<file path="src/rtl/uart_rx_param_if.sv">
// Receive-side word handshake between uart_rx_param (master) and its consumer (slave).
interface uart_rx_param_if #(
    parameter int N_DATA = 8
);
    logic [N_DATA-1:0] o_data;
    logic              o_valid;
    logic              o_parity_err;
    logic              o_frame_err;
    logic              o_break;
    logic              o_overrun;
    logic              i_ready;

    modport master (
        output o_data, o_valid, o_parity_err, o_frame_err, o_break, o_overrun,
        input  i_ready
    );

    modport slave (
        input  o_data, o_valid, o_parity_err, o_frame_err, o_break, o_overrun,
        output i_ready
    );
endinterface

</file>
<file path="src/rtl/uart_rx_param.sv">
// Oversampling UART receiver with optional parity, 1-2 stop bits and a one-word output buffer.
// Define UART_RX_MAJORITY_EN to take a 2-of-3 majority vote around every sample point.
module uart_rx_param #(
    parameter int N_DATA      = 8,
    parameter int OVERSAMPLE  = 16,
    parameter int PARITY_MODE = 0,
    parameter int M_STOP      = 1
) (
    input  logic                   i_clock,
    input  logic                   i_reset,
    input  logic                   i_tick,
    input  logic                   i_rx,
    output logic                   o_busy,
    uart_rx_param_if.master        rx_if
);
    localparam int TW = $clog2(OVERSAMPLE);
    localparam int BW = $clog2(N_DATA);
    localparam logic [TW-1:0] T_BIT       = TW'(OVERSAMPLE - 1);
    localparam logic [BW-1:0] B_LAST_DATA = BW'(N_DATA - 1);
    localparam logic [BW-1:0] B_LAST_STOP = BW'(M_STOP - 1);

    typedef enum logic [2:0] {IDLE, START, DATA, PARITY, STOP} state_t;

    state_t            state_q, state_d;
    logic [TW-1:0]     timer_q, timer_d;
    logic [BW-1:0]     bitcnt_q, bitcnt_d;
    logic [N_DATA-1:0] shift_q, shift_d;
    logic              perr_q, perr_d;
    logic              ferr_q, ferr_d;
    logic              zero_q, zero_d;
    logic              done_q, done_d;
    logic              sync1_q, sync2_q, prev_q;
    logic              rx_s, sample;

    logic [N_DATA-1:0] data_q;
    logic              valid_q, perr_out_q, ferr_out_q, brk_out_q, overrun_q;
    logic              load, handshake;

    assign rx_s = sync2_q;

    always_ff @(posedge i_clock or negedge i_reset) begin
        if (!i_reset) begin
            sync1_q <= 1'b1;
            sync2_q <= 1'b1;
            prev_q  <= 1'b1;
        end else begin
            sync1_q <= i_rx;
            sync2_q <= sync1_q;
            if (i_tick) prev_q <= rx_s;
        end
    end

`ifdef UART_RX_MAJORITY_EN
    // Decision is one tick late so the vote spans T-1, T, T+1; bit spacing is unchanged.
    localparam logic [TW-1:0] T_START = TW'(OVERSAMPLE / 2);
    logic [1:0] hist_q;

    always_ff @(posedge i_clock or negedge i_reset) begin
        if (!i_reset)    hist_q <= 2'b11;
        else if (i_tick) hist_q <= {hist_q[0], rx_s};
    end

    assign sample = (hist_q[1] & hist_q[0]) | (hist_q[1] & rx_s) | (hist_q[0] & rx_s);
`else
    localparam logic [TW-1:0] T_START = TW'(OVERSAMPLE / 2 - 1);
    assign sample = rx_s;
`endif

    always_ff @(posedge i_clock or negedge i_reset) begin
        if (!i_reset) begin
            state_q  <= IDLE;
            timer_q  <= '0;
            bitcnt_q <= '0;
            shift_q  <= '0;
            perr_q   <= 1'b0;
            ferr_q   <= 1'b0;
            zero_q   <= 1'b0;
            done_q   <= 1'b0;
        end else begin
            state_q  <= state_d;
            timer_q  <= timer_d;
            bitcnt_q <= bitcnt_d;
            shift_q  <= shift_d;
            perr_q   <= perr_d;
            ferr_q   <= ferr_d;
            zero_q   <= zero_d;
            done_q   <= done_d;
        end
    end

    always_comb begin
        state_d  = state_q;
        timer_d  = timer_q;
        bitcnt_d = bitcnt_q;
        shift_d  = shift_q;
        perr_d   = perr_q;
        ferr_d   = ferr_q;
        zero_d   = zero_q;
        done_d   = 1'b0;
        if (i_tick) begin
            case (state_q)
                IDLE: begin
                    if (prev_q && !rx_s) begin
                        state_d  = START;
                        timer_d  = '0;
                        bitcnt_d = '0;
                        perr_d   = 1'b0;
                        ferr_d   = 1'b0;
                        zero_d   = 1'b1;
                    end
                end
                START: begin
                    if (timer_q == T_START) begin
                        timer_d = '0;
                        state_d = sample ? IDLE : DATA;
                    end else begin
                        timer_d = timer_q + 1'b1;
                    end
                end
                DATA: begin
                    if (timer_q == T_BIT) begin
                        timer_d = '0;
                        shift_d = {sample, shift_q[N_DATA-1:1]};
                        if (sample) zero_d = 1'b0;
                        if (bitcnt_q == B_LAST_DATA) begin
                            bitcnt_d = '0;
                            state_d  = (PARITY_MODE != 0) ? PARITY : STOP;
                        end else begin
                            bitcnt_d = bitcnt_q + 1'b1;
                        end
                    end else begin
                        timer_d = timer_q + 1'b1;
                    end
                end
                PARITY: begin
                    if (timer_q == T_BIT) begin
                        timer_d = '0;
                        if (sample) zero_d = 1'b0;
                        // Even: error when total ones is odd; odd: error when it is even.
                        perr_d  = (PARITY_MODE == 1) ? (^shift_q ^ sample) : ~(^shift_q ^ sample);
                        state_d = STOP;
                    end else begin
                        timer_d = timer_q + 1'b1;
                    end
                end
                STOP: begin
                    if (timer_q == T_BIT) begin
                        timer_d = '0;
                        if (sample) zero_d = 1'b0;
                        else        ferr_d = 1'b1;
                        if (bitcnt_q == B_LAST_STOP) begin
                            bitcnt_d = '0;
                            state_d  = IDLE;
                            done_d   = 1'b1;
                        end else begin
                            bitcnt_d = bitcnt_q + 1'b1;
                        end
                    end else begin
                        timer_d = timer_q + 1'b1;
                    end
                end
                default: state_d = IDLE;
            endcase
        end
    end

    assign handshake = valid_q && rx_if.i_ready;
    assign load      = done_q && (!valid_q || rx_if.i_ready);

    always_ff @(posedge i_clock or negedge i_reset) begin
        if (!i_reset) begin
            data_q     <= '0;
            valid_q    <= 1'b0;
            perr_out_q <= 1'b0;
            ferr_out_q <= 1'b0;
            brk_out_q  <= 1'b0;
            overrun_q  <= 1'b0;
        end else begin
            if (load) begin
                data_q     <= shift_q;
                valid_q    <= 1'b1;
                perr_out_q <= perr_q;
                ferr_out_q <= ferr_q;
                brk_out_q  <= zero_q;
            end else if (handshake) begin
                valid_q <= 1'b0;
            end
            if (handshake)          overrun_q <= 1'b0;
            else if (done_q && !load) overrun_q <= 1'b1;
        end
    end

    assign o_busy             = (state_q != IDLE);
    assign rx_if.o_data       = data_q;
    assign rx_if.o_valid      = valid_q;
    assign rx_if.o_parity_err = perr_out_q;
    assign rx_if.o_frame_err  = ferr_out_q;
    assign rx_if.o_break      = brk_out_q;
    assign rx_if.o_overrun    = overrun_q;
endmodule
</file>
<file path="src/flat_wrapper.sv">
// flat-port wrapper written by rule: the top's interface ports become plain ports
module uart_rx_param_flat 
#(
    parameter int N_DATA      = 8,
    parameter int OVERSAMPLE  = 16,
    parameter int PARITY_MODE = 0,
    parameter int M_STOP      = 1
)
  (i_clock, i_reset, i_tick, i_rx, o_busy, rx_if_o_data, rx_if_o_valid, rx_if_o_parity_err, rx_if_o_frame_err, rx_if_o_break, rx_if_o_overrun, rx_if_i_ready);
  uart_rx_param_if #(.N_DATA(N_DATA)) rx_if_i ();
  input  logic i_clock;
  input  logic i_reset;
  input  logic i_tick;
  input  logic i_rx;
  output logic o_busy;
  output wire logic [$bits(rx_if_i.o_data)-1:0] rx_if_o_data;
  output wire logic [$bits(rx_if_i.o_valid)-1:0] rx_if_o_valid;
  output wire logic [$bits(rx_if_i.o_parity_err)-1:0] rx_if_o_parity_err;
  output wire logic [$bits(rx_if_i.o_frame_err)-1:0] rx_if_o_frame_err;
  output wire logic [$bits(rx_if_i.o_break)-1:0] rx_if_o_break;
  output wire logic [$bits(rx_if_i.o_overrun)-1:0] rx_if_o_overrun;
  input wire logic [$bits(rx_if_i.i_ready)-1:0] rx_if_i_ready;
  assign rx_if_o_data = rx_if_i.o_data;
  assign rx_if_o_valid = rx_if_i.o_valid;
  assign rx_if_o_parity_err = rx_if_i.o_parity_err;
  assign rx_if_o_frame_err = rx_if_i.o_frame_err;
  assign rx_if_o_break = rx_if_i.o_break;
  assign rx_if_o_overrun = rx_if_i.o_overrun;
  assign rx_if_i.i_ready = rx_if_i_ready;
  uart_rx_param #(.N_DATA(N_DATA), .OVERSAMPLE(OVERSAMPLE), .PARITY_MODE(PARITY_MODE), .M_STOP(M_STOP)) u_core (.i_clock(i_clock), .i_reset(i_reset), .i_tick(i_tick), .i_rx(i_rx), .o_busy(o_busy), .rx_if(rx_if_i));
endmodule
</file>
<file path="config.mk">
export PLATFORM = sky130hd
export DESIGN_NAME = uart_rx_param_flat
export DESIGN_NICKNAME = d
export VERILOG_FILES = /design/src/rtl/uart_rx_param_if.sv /design/src/rtl/uart_rx_param.sv /design/src/flat_wrapper.sv
export SDC_FILE = /design/constraint.sdc
export NUM_CORES = 1
export LEC_CHECK = 0
export CAP_MARGIN = 20
export CORE_MARGIN = 1
export CORE_UTILIZATION = 39
export CTS_BUF_LIST = sky130_fd_sc_hd__clkbuf_8
export DETAILED_ROUTE_END_ITERATION = 16
export PLACE_DENSITY = 0.55
export SLEW_MARGIN = 5
export SYNTH_ARGS = -nofsm -noshare
export SYNTH_HDL_FRONTEND = slang
export SYNTH_SLANG_ARGS = --single-unit
export TNS_END_PERCENT = 1
</file>
<file path="constraint.sdc">
create_clock -name i_clock -period 2.2 [get_ports i_clock]
set_input_delay 0.44 -clock i_clock [delete_from_list [all_inputs] [get_ports i_clock]]
set_output_delay 0.44 -clock i_clock [all_outputs]
set_load 0.01 [all_outputs]
</file>
======== Yosys cells after proc, flatten, opt, wreduce, memory -nomap -nowiden ========
Cells that the tools add are included.
word-level totals
  input bits .............................. 5
  output and inout port bits .............. 14
  register bits ........................... 38
cells by class
  add/sub/neg operators ................... 2
  muxes and demuxes ....................... 37
  equality and inequality tests ........... 17
  reductions and logical operators ........ 27
  bitwise logic cells ..................... 2
operators with widths
  kind                                                                     number
  3-bit 2-to-1 mux                                                         12
  2-bit by 1-bit inequality test with 1-bit output, second input constant  9
  1-bit 2-to-1 mux                                                         15
  3-bit case mux with 5 select lines                                       1
  5-bit AND reduction                                                      3
  4-bit 2-to-1 mux                                                         3
  4-bit case mux with 3 select lines                                       1
  2-bit nonzero test                                                       5
  3-bit case mux with 3 select lines                                       1
  3-bit nonzero test                                                       3
  8-bit AND reduction                                                      1
  8-bit XOR reduction                                                      1
  3-bit by 2-bit == test with 1-bit output, second input constant          2
  3-bit == test, second input constant                                     2
  3-bit logical NOT                                                        2
  1-bit case mux with 2 select lines                                       3
  3-bit AND reduction                                                      2
  4-bit by 1-bit adder with 4-bit output, second input constant            1
  4-bit by 3-bit == test with 1-bit output, second input constant          1
  4-bit == test, second input constant                                     1
  1-bit logical AND                                                        4
  4-bit AND reduction                                                      1
  3-bit by 1-bit adder with 3-bit output, second input constant            1
  3-bit by 1-bit == test with 1-bit output, second input constant          1
  7 further kinds                                                          9

======== Depth between registers and ports, before layout ========
Gate-level depths: netlist of run 1.
  word-level depth ........................ 7
  mapped depth ............................ 7
  mapped depth without buffers ............ 7

======== Least setup slack after synthesis of run 1 ========
No wires, ideal clock.
  path kind ............................... register to register
  start ................................... reg u_core.timer_q[0]
  end ..................................... reg u_core.bitcnt_q[0]
  period minus slack after synthesis ...... 1693 ps
  path slack .............................. 507 ps
  arrival ................................. 1567 ps
  cell stages (with the launch flop) ...... 6
  data required time ...................... 2075 ps
  library setup time ...................... 125 ps
  path buffers ............................ 0
  path through ............................ dfrtp_1 ha_1 nand3_1 maj3_1 nor3_4 mux2_4
between the ends
  cells in the longest elaborated chain, start to end .. 3
  elaborated cells on any way between the ends .. 4
RTL lines
  element                                                            line                                        source
  start: declaration                                                 uart_rx_param.sv:25                         logic [TW-1:0] timer_q, timer_d;
  start signal: assignment                                           uart_rx_param.sv:81                         timer_q <= timer_d;
  4-bit == test *                                                    uart_rx_param.sv:121, uart_rx_param.sv:147
  2-bit by 1-bit inequality test with 1-bit output (no source line)  n/a
  5-bit AND reduction (no source line) *                             n/a
  end signal: assignment                                             uart_rx_param.sv:82                         bitcnt_q <= bitcnt_d;
  end: declaration                                                   uart_rx_param.sv:26                         logic [BW-1:0] bitcnt_q, bitcnt_d;
Mark *: on every way between the ends. The rest lies on a longest branch, timed or not.
A chain may end at the register's enable or synchronous reset.

======== Final worst setup path of run 1 ========
  start ................................... reg u_core.state_q[2]
  end ..................................... out o_busy
between the ends
  cells in the longest elaborated chain, start to end .. 1
RTL lines
  element                   line                  source
  start: declaration        uart_rx_param.sv:24   state_t state_q, state_d;
  start signal: assignment  uart_rx_param.sv:80   state_q <= state_d;
  3-bit nonzero test        uart_rx_param.sv:193  assign o_busy = (state_q != IDLE);
  end: declaration          flat_wrapper.sv:15    output logic o_busy;
No other way between the ends.

==> impl_metrics.toml, run 1 <==
[route]
avgViaCountPerCell = 5.14
vias = 1198
dr.pass1.iters = 6
routedWlPerCell_um = 14.1
drc = 0
routed_wl_mm = 3.28
antenna_left = 0
drtIter0Drc = 60

[global_routing]
grt_pass1_vias = 1259
grt_util_all_layers_pct = 14.9
antenna_found_initial = 0
grt_max_degree = 25
grt_overflow = 0
grt_pass1_wl_mm = 5.82

[hold_path]
hold_path_class = "primary input to asynchronous set/reset pin"

[timing]
skew_ns = 0.00275
period_share_pct = 94.7
final-setup-viol-count = 0
slew_viol_final = 0
tightest_slew_ns = 0.516
totalNegativeSetupSlack_ns = 0
rsz0062_at_grt = "false"
fmax_mhz = 480
hold_violations = 0
period_needed_ns = 2.08
slew_headroom_pct = 65.6
worst_slack_ns = 0.118

[critical_path]
slowest_stage = "dfrtp_1"
r2r_slack_ns = 0.33
cp.depth = 2
reg2regPathDepth = 5
cp_max_fo = 12
endpoint_kind = "primary output"
start_kind = "flop"
worstPathCellList = "or3_1, clkdlybuf4s50_1"
critPathBufInv = 1
max_stage_delay_ns = 0.50
critical-path-top-delay-family = "flip-flops"
required_ns = 1.76
arrival_ns = 1.64
path_class = "flop to primary output"

[clock_network]
clock-sinks = 38
clk_pin_slew_ns = 0.07
htree_levels = 2
cts_tree = "yes"
holdBufCountCts = 0
cts_resized = 0
postCtsSetupRepairBufs = 0
cts-buffers-inserted = 5
insertion_delay_ns = 0.28
ctsRootBufferMaster = "clkbuf_8"
cts_max_path_buffers = 2

[pwr]
power_density_nw_per_um2 = 926
irDropWorstVdd_mv = 0.492
power.leakage_nw = 0.986

[logic_synthesis]
synth_area_leaders = "dfrtp_1, mux2_2, dfstp_2"
ys.flop_type = "dfrtp_1"
synth-edff-count = 0
synth.largest_area_cell = "dfrtp_1"
synthDistinctLibCells = 38
synth-seq-area-share_pct = 51.7
yosysWarnings = 0
syn-num-nets = 160
synth_top_area_share_pct = 47.4
post-synth-top-count-cell = "dfrtp_1"
netlist_area_um2 = 1850
synthTopCellsByCount = "dfrtp_1, mux2_2, o21ai_0"
async_flop_share_pct = 100
synth_cells = 151
ys_seq_elements = 38
post_synth.cell_area_avg_um2 = 12.2

[die]
dieArea_um2 = 5010
pin_count = 19
die_w_um = 70.8
start_util_pct = 41.6
die_h_um = 70.8
core_area_um2 = 4440
rows = 24

[placed_design]
port_buffers = 18
dpl.cell_count = 225
dpl.hpwl_mm = 2.40
gp_congestion = 0.862
dp_slack_ns = 0.124

[cells_and_area]
diodes = 0
final_cells = 233
fin_nets = 189
syn_to_final_growth_pct = 19.4
layout-drive-gt1-share_pct = 28.7

[job]
maxCapViolations = 0

[outcome]
outcome = "finished, final reports clean"
[sequential cells by signal, indices dropped and copies added, names as in the netlist, 3 cells and up]
signal and flops:
u_core.timer_q 4, u_core.rx_if.o_data 8, u_core.state_q 3, u_core.shift_q 8
u_core.bitcnt_q 3
[cell type report]
class,instances,area [µm²]
fill,395,2240
sequential,38,955
timing repair buffer,27,243
inverter,5,18.8
clock buffer,6,82.6
multi-input combinational,103,830
clock inverter,2,12.5
tap,52,65.1
[per-stage QoR]
| step | instance area, µm² | power, mW | utilization [%] | hold WS (ns) |
|---|---|---|---|---|
| CTS | 2210 | 2.07 | 49.6 | 0.144 |
| finish | 2210 | 2.04 | 49.6 | 0.124 |
| global placement | 2110 | 1.56 | 47.5 | 0.347 |
| global route | 2210 | 2.20 | 49.6 | 0.176 |
| detailed placement | 2110 | 1.57 | 47.5 | 0.347 |
| floorplan | 1850 | 1.41 | - | 0.144 |
[report_power, final]
group | switching [mW] | internal, mW
logic | 0.378 | 0.325
clock network | 0.236 | 0.252
registers | 0.0723 | 0.779
[layer usage]
layer | wire [µm] | vias up | track usage (%)
met2 | 1530 | 24 | 23.6
met3 | 137 | 4 | 3.70
met4 | 32 | 0 | 5.33
met5 | 0 | - | 0
met1 | 1580 | 584 | 20.1
li1 | - | 586 | -
[kinds of logic after synthesis]
| logic type | Yosys count | synth area share, % |
|---|---|---|
| mux | 25 | 15.7 |
| xor+xnor | 8 | 3.79 |
| simple gates | 40 | 13.5 |
| buf+inv | 10 | 3.39 |
| fa+ha+maj | 5 | 3.25 |
| flops | 38 | 51.7 |
| compound gates | 25 | 8.60 |
[path summary, 6_finish.rpt]
| kind | end | start |
|---|---|---|
| setup / recovery | o_busy | u_core.state_q[2] |
| hold / removal | u_core.state_q[2] | i_reset |
| min in group i_clock | u_core.rx_s | u_core.sync1_q |
| setup reg to reg | u_core.bitcnt_q[0] | u_core.timer_q[1] |
| hold reg to reg | u_core.rx_s | u_core.sync1_q |
| max in group asynchronous | u_core.rx_if.o_data[2] | i_reset |
[cells in the final DEF, fill, tap and decap left out, drive strengths merged, types with 2 or more instances in the layout]
cell	n
dfrtp	35
mux2	23
clkdlybuf4s50	17
o21ai	11
nand2	10
buf	10
xnor2	7
a21oi	6
clkbuf	6
inv	5
nor2b	5
nand3	5
nor2	5
nand2b	4
ha	4
nor3	4
dfstp	3
nor3b	2
and2	2
mux2i	2
Power figures use the tool's default switching activity.
==> inputs of run 2 (changes only) <==
--- a/config.mk
+++ b/config.mk
@@ -10,7 +10,9 @@
 export CORE_UTILIZATION = 39
 export CTS_BUF_LIST = sky130_fd_sc_hd__clkbuf_8
 export DETAILED_ROUTE_END_ITERATION = 16
+export MAX_ROUTING_LAYER = met4
 export PLACE_DENSITY = 0.55
+export REMOVE_ABC_BUFFERS = 1
 export SLEW_MARGIN = 5
 export SYNTH_ARGS = -nofsm -noshare
 export SYNTH_HDL_FRONTEND = slang
==> impl_metrics.toml, run 2 (synthesis gave the netlist of run 1 again) <==
[timing]
rsz0062_at_grt = "false"
period_share_pct = 94.1
period_needed_ns = 2.07
fmax_mhz = 483
final-setup-viol-count = 0
worst_slack_ns = 0.130
tightest_slew_ns = 0.508
totalNegativeSetupSlack_ns = 0
skew_ns = 0.00963
hold_violations = 0
slew_viol_final = 0
slew_headroom_pct = 66.1

[critical_path]
endpoint_kind = "primary output"
reg2regPathDepth = 5
critPathBufInv = 1
cp_max_fo = 7
slowest_stage = "clkdlybuf4s50_1"
cp.depth = 2
path_class = "flop to primary output"
start_kind = "flop"
arrival_ns = 1.63
max_stage_delay_ns = 0.49
required_ns = 1.76
critical-path-top-delay-family = "buffers and inverters"
worstPathCellList = "or3_4, clkdlybuf4s50_1"

[route]
drtIter0Drc = 32
drc = 0
vias = 1190
dr.pass1.iters = 6
routedWlPerCell_um = 14.4
antenna_left = 0
avgViaCountPerCell = 5.11
routed_wl_mm = 3.34

[die]
rows = 24
dieArea_um2 = 5010
core_area_um2 = 4440
die_h_um = 70.8
start_util_pct = 41.6
pin_count = 19
die_w_um = 70.8

[cells_and_area]
multiInputGateArea_um2 = 835
seqCellArea_um2 = 955
layout_common_cells = "dfrtp_1, mux2_2, clkdlybuf4s50_1"
fill_cells = 408
syn_to_final_growth_pct = 19.0
final_util_pct = 49.5
layout-drive-gt1-share_pct = 28.7
finish.instance_area_um2 = 2200
mostFrequentLayoutCell = "dfrtp_1"
diodes = 0
fin_nets = 189

[clock_network]
clk_pin_slew_ns = 0.08
ctsRootBufferMaster = "clkbuf_8"
htree_levels = 2
insertion_delay_ns = 0.29
postCtsSetupRepairBufs = 0
cts-buffers-inserted = 5
clock-sinks = 38
cts_max_path_buffers = 2
cts_tree = "yes"

[placed_design]
dp_slack_ns = 0.0922
gp_congestion = 0.848
dpl.hpwl_mm = 2.44
port_buffers = 18
place_area_um2 = 2110

[global_routing]
grt_pass1_wl_mm = 5.73
antenna_found_initial = 0
grt_overflow = 0
grt_pass1_vias = 1185
grt_max_degree = 22
grt_util_all_layers_pct = 15.5

[pwr]
irDropWorstVdd_mv = 0.436
power_density_nw_per_um2 = 922
power.leakage_nw = 0.989
power_mw = 2.03

[outcome]
outcome = "finished, final reports clean"

[job]
maxCapViolations = 0

[hold_path]
hold_path_class = "primary input to asynchronous set/reset pin"
run 2: cell types whose count changed in the layout (fill, tap and decap cells not counted), sizes merged:
cell,delta
clkbuf,-1
clkinv,+1
clkinvlp,-1
inv,+1
run 2: final cells by class:
cell class / count / share of cell area (%)
clock buffer: 5 / 3.13
clock inverter: 3 / 0.626
inverter: 5 / 0.854
multi-input combinational: 103 / 38.0
sequential: 38 / 43.4
tap: 52 / 2.96
timing repair buffer: 27 / 11.0
run 2: report_power, final:
part / leakage (nW) / total, mW / internal, mW / switching, mW
clock: 0.0491 / 0.457 / 0.215 / 0.242
combinational: 0.432 / 0.726 / 0.334 / 0.392
sequential: 0.507 / 0.845 / 0.779 / 0.0655
run 2: path summary, 6_finish.rpt:
| path | start | endpoint | slack (ns) |
|---|---|---|---|
| hold reg to reg | u_core.sync1_q | u_core.rx_s | 0.36 |
| hold / removal | i_reset | u_core.bitcnt_q[0] | 0.10 |
| min in group i_clock | u_core.sync1_q | u_core.rx_s | 0.36 |
| max in group asynchronous | i_reset | u_core.prev_q | 1.50 |
| setup reg to reg | u_core.state_q[1] | u_core.shift_q[5] | 0.22 |
| setup / recovery | u_core.state_q[2] | o_busy | 0.13 |
run 2: layer usage:
metal  global-route usage [%]  wire, µm
met1                     19.7      1640
met2                     23.7      1560
met5                        -         0
met4                     4.67        27
met3                     4.84       115
run 2: per-stage QoR:
step | hold slack (ns) | cells
after floorplan | 0.144 | 146
after global placement | 0.348 | 225
after detailed placement | 0.349 | 225
after CTS | 0.119 | 233
after global routing | 0.135 | 233
final | 0.102 | 233
run 2: timing repair:
| action | CTS | global route |
|---|---|---|
| gates resized for setup | 0 | 1 |
| hold buffers | 0 | 0 |
| endpoints found under the setup margin | 0 | 1 |
